===== config.mk =====
export PLATFORM = sky130hd
export DESIGN_NAME = wb_arbiter
export DESIGN_NICKNAME = d
export VERILOG_FILES = /design/src/rtl/wb_arbiter.sv
export SDC_FILE = /design/constraint.sdc
export NUM_CORES = 1
export LEC_CHECK = 0
export CAP_MARGIN = 10
export CORE_MARGIN = 3
export CORE_UTILIZATION = 30
export DETAILED_ROUTE_END_ITERATION = 7
export DONT_BUFFER_PORTS = 1
export PLACE_DENSITY_LB_ADDON = 0.1
export SLEW_MARGIN = 0
export SYNTH_ARGS = -nofsm -noshare
export SYNTH_HDL_FRONTEND = slang
export SYNTH_SLANG_ARGS = --single-unit

===== constraint.sdc =====
create_clock -name clk -period 3.7 [get_ports clk]
set_clock_uncertainty 0.15 [all_clocks]
set_input_delay 0.74 -clock clk [delete_from_list [all_inputs] [get_ports clk]]
set_output_delay 0.74 -clock clk [all_outputs]
set_load 0.01 [all_outputs]

===== src/rtl/wb_arbiter.sv =====
// -----------------------------------------------------------------------------
// wb_arbiter: writeback arbiter in front of the register file write port.
// Merges single-cycle ALU results (no backpressure, highest priority) with
// long-latency LSU results (valid/ready). LSU results that lose arbitration
// wait in a DEPTH-entry in-order FIFO. Write port outputs are registered.
//
// Optional feature macro: WB_PERF_EN adds saturating perf_stall/perf_conflict
// counters and their output ports.
//
// Ports:
//   clk, rst                 clock, synchronous active-high reset
//   alu_valid/alu_rd/alu_data ALU result (always accepted)
//   lsu_valid/lsu_rd/lsu_data LSU result offer
//   lsu_ready                LSU accepted when lsu_valid && lsu_ready
//   waddr/we/wdata           registered register-file write port
//   busy                     holding FIFO non-empty
//   perf_stall/perf_conflict (WB_PERF_EN only) event counters
// -----------------------------------------------------------------------------
module wb_arbiter #(
    parameter int unsigned XLEN  = 32,
    parameter int unsigned AW    = 5,
    parameter int unsigned DEPTH = 2
) (
    input  logic            clk,
    input  logic            rst,
    input  logic            alu_valid,
    input  logic [AW-1:0]   alu_rd,
    input  logic [XLEN-1:0] alu_data,
    input  logic            lsu_valid,
    input  logic [AW-1:0]   lsu_rd,
    input  logic [XLEN-1:0] lsu_data,
    output logic            lsu_ready,
    output logic [AW-1:0]   waddr,
    output logic            we,
    output logic [XLEN-1:0] wdata,
    output logic            busy
`ifdef WB_PERF_EN
    ,
    output logic [31:0]     perf_stall,
    output logic [31:0]     perf_conflict
`endif
);

    localparam int unsigned CW = $clog2(DEPTH + 1);
    localparam int unsigned PW = (DEPTH > 1) ? $clog2(DEPTH) : 1;

    typedef struct packed {
        logic [AW-1:0]   rd;
        logic [XLEN-1:0] data;
    } entry_t;

    entry_t         mem [DEPTH];
    logic [PW-1:0]  rptr;
    logic [PW-1:0]  wptr;
    logic [CW-1:0]  count;

    logic           fifo_empty;
    logic           fifo_full;
    logic           lsu_acc;
    entry_t         head;

    logic           sel_valid;
    entry_t         sel;
    logic           push;
    logic           pop;

    assign fifo_empty = (count == '0);
    assign fifo_full  = (count == CW'(DEPTH));

    // Full blocks acceptance even in a popping cycle.
    assign lsu_ready  = !rst && !fifo_full;
    assign lsu_acc    = lsu_valid && lsu_ready;
    assign busy       = !fifo_empty;

    // Head is only meaningful when non-empty; force zero otherwise.
    assign head = fifo_empty ? '0 : mem[rptr];

    function automatic logic [PW-1:0] ptr_inc(input logic [PW-1:0] p);
        ptr_inc = (p == PW'(DEPTH - 1)) ? '0 : p + PW'(1);
    endfunction

    // Slot selection: ALU, then FIFO head, then direct LSU bypass.
    always_comb begin
        sel_valid = 1'b0;
        sel       = '0;
        push      = 1'b0;
        pop       = 1'b0;
        if (alu_valid) begin
            sel_valid = 1'b1;
            sel.rd    = alu_rd;
            sel.data  = alu_data;
            push      = lsu_acc;
        end else if (!fifo_empty) begin
            sel_valid = 1'b1;
            sel       = head;
            pop       = 1'b1;
            push      = lsu_acc;
        end else if (lsu_acc) begin
            sel_valid = 1'b1;
            sel.rd    = lsu_rd;
            sel.data  = lsu_data;
        end
    end

    // FIFO pointers and occupancy.
    always_ff @(posedge clk) begin
        if (rst) begin
            rptr  <= '0;
            wptr  <= '0;
            count <= '0;
        end else begin
            if (push) wptr <= ptr_inc(wptr);
            if (pop)  rptr <= ptr_inc(rptr);
            count <= count + CW'(push) - CW'(pop);
        end
    end

    // FIFO storage; contents need no reset since count gates every read.
    always_ff @(posedge clk) begin
        if (push) begin
            mem[wptr].rd   <= lsu_rd;
            mem[wptr].data <= lsu_data;
        end
    end

    // Registered write port; rd==0 consumes the slot but suppresses we.
    always_ff @(posedge clk) begin
        if (rst) begin
            we    <= 1'b0;
            waddr <= '0;
            wdata <= '0;
        end else begin
            we <= sel_valid && (sel.rd != '0);
            if (sel_valid) begin
                waddr <= sel.rd;
                wdata <= sel.data;
            end
        end
    end

`ifdef WB_PERF_EN
    logic stall_evt;
    logic conflict_evt;

    assign stall_evt    = lsu_valid && !lsu_ready;
    assign conflict_evt = alu_valid && (!fifo_empty || lsu_acc);

    // Saturating event counters.
    always_ff @(posedge clk) begin
        if (rst) begin
            perf_stall    <= '0;
            perf_conflict <= '0;
        end else begin
            if (stall_evt && (perf_stall != 32'hFFFF_FFFF))
                perf_stall <= perf_stall + 32'd1;
            if (conflict_evt && (perf_conflict != 32'hFFFF_FFFF))
                perf_conflict <= perf_conflict + 32'd1;
        end
    end
`endif

endmodule

Word level (Yosys, flattened, before mapping)
Memories as Yosys holds them, arrays and structs flattened. A register that Yosys moved wholly into a read port is not among the register bits.
Cells that the tools add are included.
{"block": "op_classes", "n_addsub": 4, "n_eq_ne": 1, "mux": 16, "n_reduce_logical": 8}
{"cell": "$mux W37", "count": 3}
{"cell": "$mux W1", "count": 13}
{"cell": "$reduce_bool A5 Y1", "count": 1}
{"cell": "$logic_and A1 B1 Y1", "count": 3}
{"cell": "$logic_not A1 Y1", "count": 3}
{"cell": "$add A1 B1 Y1 const B", "count": 2}
{"cell": "$add A2 B1 Y2", "count": 1}
{"cell": "$eq A2 B2 Y1 const B", "count": 1}
{"cell": "$logic_not A2 Y1", "count": 1}
{"cell": "$sub A2 B1 Y2", "count": 1}
{"block": "totals", "regBits": 42, "ramBits": 74, "output_inout_bits": 40, "elab_cells": 36, "mem_count": 1}
{"memory": "mem", "depth": 2, "width": 37, "read_ports": 1, "rd_clocked_by_memory_dff": 1, "wr": 1, "line": "52", "source": "entry_t mem [DEPTH];"}

Depth between registers and ports, before layout
{"block": "depth", "word_depth": 9, "mapped_depth": 10, "ltp_nobuf": 9}

Worst setup path before layout
Ideal clock, no wire load.
{"block": "synth_timing", "path_kind": "input port to flip-flop", "from": "in rst", "to": "mem mem[0][0] in the netlist's numbering, enable pin", "setup_time_ns": 0.431, "arrival_ns": 2.965, "t_required_ns": 3.119, "slack_ns": 0.154, "stages": 4, "path_buffers": 1, "path_cell_list": "clkbuf_1 > a21oi_1 > nand3b_1 > nor2_1"}
{"block": "synth_via", "elab_chain_cells": 7}
{"item": "from (decl)", "line": "25", "source": "input logic rst,"}
{"item": "$logic_not A1 Y1 *", "line": "71", "source": "assign lsu_ready = !rst && !fifo_full;"}
{"item": "$logic_and A1 B1 Y1 *", "line": "71"}
{"item": "named net lsu_ready", "line": "32", "source": "output logic lsu_ready,"}
{"item": "$logic_and A1 B1 Y1 *", "line": "72", "source": "assign lsu_acc = lsu_valid && lsu_ready;"}
{"item": "$mux W1", "line": "93", "source": "end else if (!fifo_empty) begin"}
{"item": "$mux W1 *", "line": "88", "source": "if (alu_valid) begin"}
{"item": "$mux W1 *", "line": "120", "source": "if (push) begin"}
{"item": "$mux W1 (not written as such) *", "line": "122", "source": "mem[wptr].data <= lsu_data;"}
{"item": "to (decl)", "line": "52"}
The timed path passes the listed nets; every way through them passes the cells marked *.

Worst setup path in the final report
{"block": "layout_timing", "from": "reg count[1]", "to": "mem mem[1][29] in the netlist's numbering, enable pin"}
{"block": "layout_via", "elab_chain_cells": 8, "elab_cells_between_ends": 9, "classes_between": "eq/ne: 1; mux: 4; reduce/logical: 4"}
{"item": "from (decl)", "line": "55", "source": "logic [CW-1:0] count;"}
{"item": "from (signal assigned)", "line": "114", "source": "count <= count + CW'(push) - CW'(pop);"}
{"item": "$eq A2 B2 Y1", "line": "68", "source": "assign fifo_full = (count == CW'(DEPTH));"}
{"item": "$logic_not A1 Y1", "line": "71"}
{"item": "$logic_and A1 B1 Y1", "line": "71"}
{"item": "$logic_and A1 B1 Y1", "line": "72"}
{"item": "$mux W1", "line": "93"}
{"item": "$mux W1 *", "line": "88"}
{"item": "$mux W1 *", "line": "120"}
{"item": "$mux W1 (not written as such) *", "line": "122"}
Every way passes the cells marked *; elsewhere a longest branch is shown, timed or not.

==> flow_metrics.tcl <==
set metrics [dict create \
    netlist_area_um2 4787 \
    grt_antenna_before_repair 0 \
    rows 45 \
    pin_count 118 \
    numPortBuffers 0 \
    chipWidth_um 132.3 \
    synthSimpleGateAreaFrac 0.1087 \
    relSlewSlack 0.3984 \
    final.setup.worst_slack_ps 954.5 \
    fin_cells 608 \
    place_hpwl_um 7371 \
    syn_inst 389 \
    cts_buffer_depth 2 \
    cts_tree "built" \
    drive_gt1_frac 0.1108 \
    grt_usage 0.1370 \
    synth-edff-count 74 \
    synth_cell_type_count 27 \
    post-route-drc-count 0 \
    syn-num-nets 469 \
    status "complete, no violations" \
    rrSetupSlack_ps 950 \
    synth_compound_area_frac 0.1187 \
    initial_core_util 0.3103 \
    holdWs_ps 246.9 \
    grt_max_degree 73 \
    slew_violations 0 \
    ir_worst_vdd_v 0.0003193 \
    cts.sinks 117 \
    fin_crit_sh 0.7420 \
    synthTopCellsByCount "edfxtp_1, nor2_1, a211oi_1" \
    synthTopCellsByArea "edfxtp_1, dfxtp_1, a211oi_1" \
    synth_adder_area_share 0.005227 \
    wl_per_cell_um 19.39 \
    place.detailed.instances 576 \
    rr_startpoint "count[1]" \
    routed_wl_um 11790 \
    postRouteAntennaNets 0 \
    synth_xor_area_frac 0.007318 \
    antenna_cells 0 \
    synth_seq_area_share 0.6440 \
    hp-class "input pin to flop" \
    cts_buffers 17 \
    yosys_most_used_dff "edfxtp_1" \
    first_pass_iters 4 \
    final-hold-violation-count 0 \
    yosysTopAreaCell "edfxtp_1" \
    setup_viol 0 \
    tightestPinTransition_ps 902.3 \
    synth_most_common_cell "edfxtp_1" \
    viasPerCell 4.934 \
    first_iter_violations 179 \
    pre_cts_ws_ps 916.6 \
    synth_mux_area_frac 0.07867 \
    synth_top_family_by_area "compound AO/OA/AOI/OAI gates" \
    required_ps 3670 \
    power_density_nw_per_um2 743.2 \
    tns_ps 0 \
    worstSetupEndpointType "flop" \
    cp.arrival_ps 2720 \
    grt_pass1_vias 3059 \
    cts_setup_buffers 0 \
    hold_start "rst" \
    worstHoldPathCells 1 \
    die_y_um 132.3 \
    design_area_um2 5534 \
    nNetsFinal 464 \
    clock.fmax_mhz 364.2 \
    reg2reg_depth 5 \
    grt_overflow_total 0 \
    synthArstFlopShare 0 \
    area_growth_pct 15.60 \
    die-area_um2 17510 \
    critPathLaunchType "flop" \
    cts_root_buf "clkbuf_16" \
    place_congestion 0.6680 \
    clock_latency_ps 420 \
    crit_fanout 31 \
    path_clk_slew_ps 60 \
    drv_cap 0 \
    ys_seq_elements 117 \
    hold_buffers 0 \
    synth_top_area_frac 0.4642 \
    r2r-end "mem[1][29]" \
    critPathKind "flop to flop" \
    syn_area_per_cell_um2 12.31 \
    post-route-min-period_ps 2745 \
    h-tree-depth 4 \
    coreArea_um2 15430 \
    placed_area_um2 4969 \
    num_vias 3000 \
    yosys_warnings 0 \
    worstHoldEndpoint "wdata[3]" \
    p_leak_nw 1.818 \
    cts_resized 0 \
    grt_setup_unrepaired "false" \
    grt_pass1_wl_um 18200 \
]
[final cells by class]
| class | instances | area [um2] |
|---|---|---|
| repair buffers | 9 | 67.56 |
| clock inverters | 7 | 80.08 |
| inverters | 3 | 11.26 |
| clock buffers | 25 | 485.5 |
| well taps | 211 | 264.0 |
| multi-input cells | 236 | 1541 |
| flip-flops and latches | 117 | 3084 |
| fillers | 1541 | 9893 |
[cells in the final DEF, fill, tap and decap left out]
master     synthesis  routed
edfxtp_1          74      74
nor2_1            71      69
a211oi_1          65      65
dfxtp_1           43      42
mux2i_1           32      32
nor3_1            32      32
clkbuf_16          0      17
buf_4              4       9
a21oi_1            6       6
nand2_1            6       6
mux2_2             5       5
a222oi_1           5       5
clkbuf_1          15       5
clkinv_1           0       4
inv_1              3       3
xnor2_1            3       3
clkbuf_8           0       3
nor2_4             0       2
ha_1               2       2
bufinv_16          0       2
or2_2              0       1
nor2b_4            1       1
nand3b_1           1       1
nand2b_1           1       1
and2_2             0       1
xor2_1             1       1
nor3_4             1       1
and4_1             1       1
nor2b_1            1       1
dfxtp_2            0       1
clkinv_2           0       1
[sequential cells by signal, indices dropped and copies added (netlist names), named ones only]
name / cells
count: 2
mem: 74
rptr: 1
waddr: 5
wdata: 32
we: 1
wptr: 1
[metrics by stage]
stage                     utilization  power (mW)
after floorplan                     -       2.432
after global placement         0.3221       2.569
after detailed placement       0.3221       2.581
after CTS                      0.3587       4.172
after global routing           0.3587       4.349
final                          0.3587       4.113
[power by group]
part | internal, mW | total, mW | switching, mW
sequential | 1.56 | 1.71 | 0.151
clock | 1.03 | 1.57 | 0.539
combinational | 0.314 | 0.830 | 0.516
total | 2.91 | 4.11 | 1.21
[logic make-up (layout without fill, tap and decap cells)]
group / Yosys count / after routing
flip-flops: 117 / 117
AND/OR/NAND/NOR: 117 / 117
AO/OA/AOI/OAI: 76 / 76
multiplexers: 37 / 37
buffers and inverters: 36 / 44
XOR/XNOR: 4 / 4
adder cells (fa/ha/maj): 2 / 2
[how the worst max path moves through the flow]
stage	slack, ps	cells after the start	to	from
after floorplan	150	4	mem[0][0]	rst
final	950	5	mem[1][29]	count[1]
after CTS	900	5	mem[1][29]	count[1]
after detailed placement	920	4	mem[1][25]	rst
after global placement	950	4	mem[1][2]	rst
after global routing	720	5	mem[1][29]	count[1]
[routing by layer]
layer	track usage	vias to the layer above	routed length, um
met1	0.1691	1435	5101
met5	0	-	0
li1	-	1463	-
met2	0.2133	86	5733
met4	0.05254	0	162
met3	0.05840	16	791
[critical path, stage by stage (launching register included)]
cell and delay, ps:
dfxtp_1 360, or2_2 570, nor2_1 140, nand3b_1 360
nor2_4 590, buf_4 270
No activity file was read; power rests on OpenSTA's default activity.
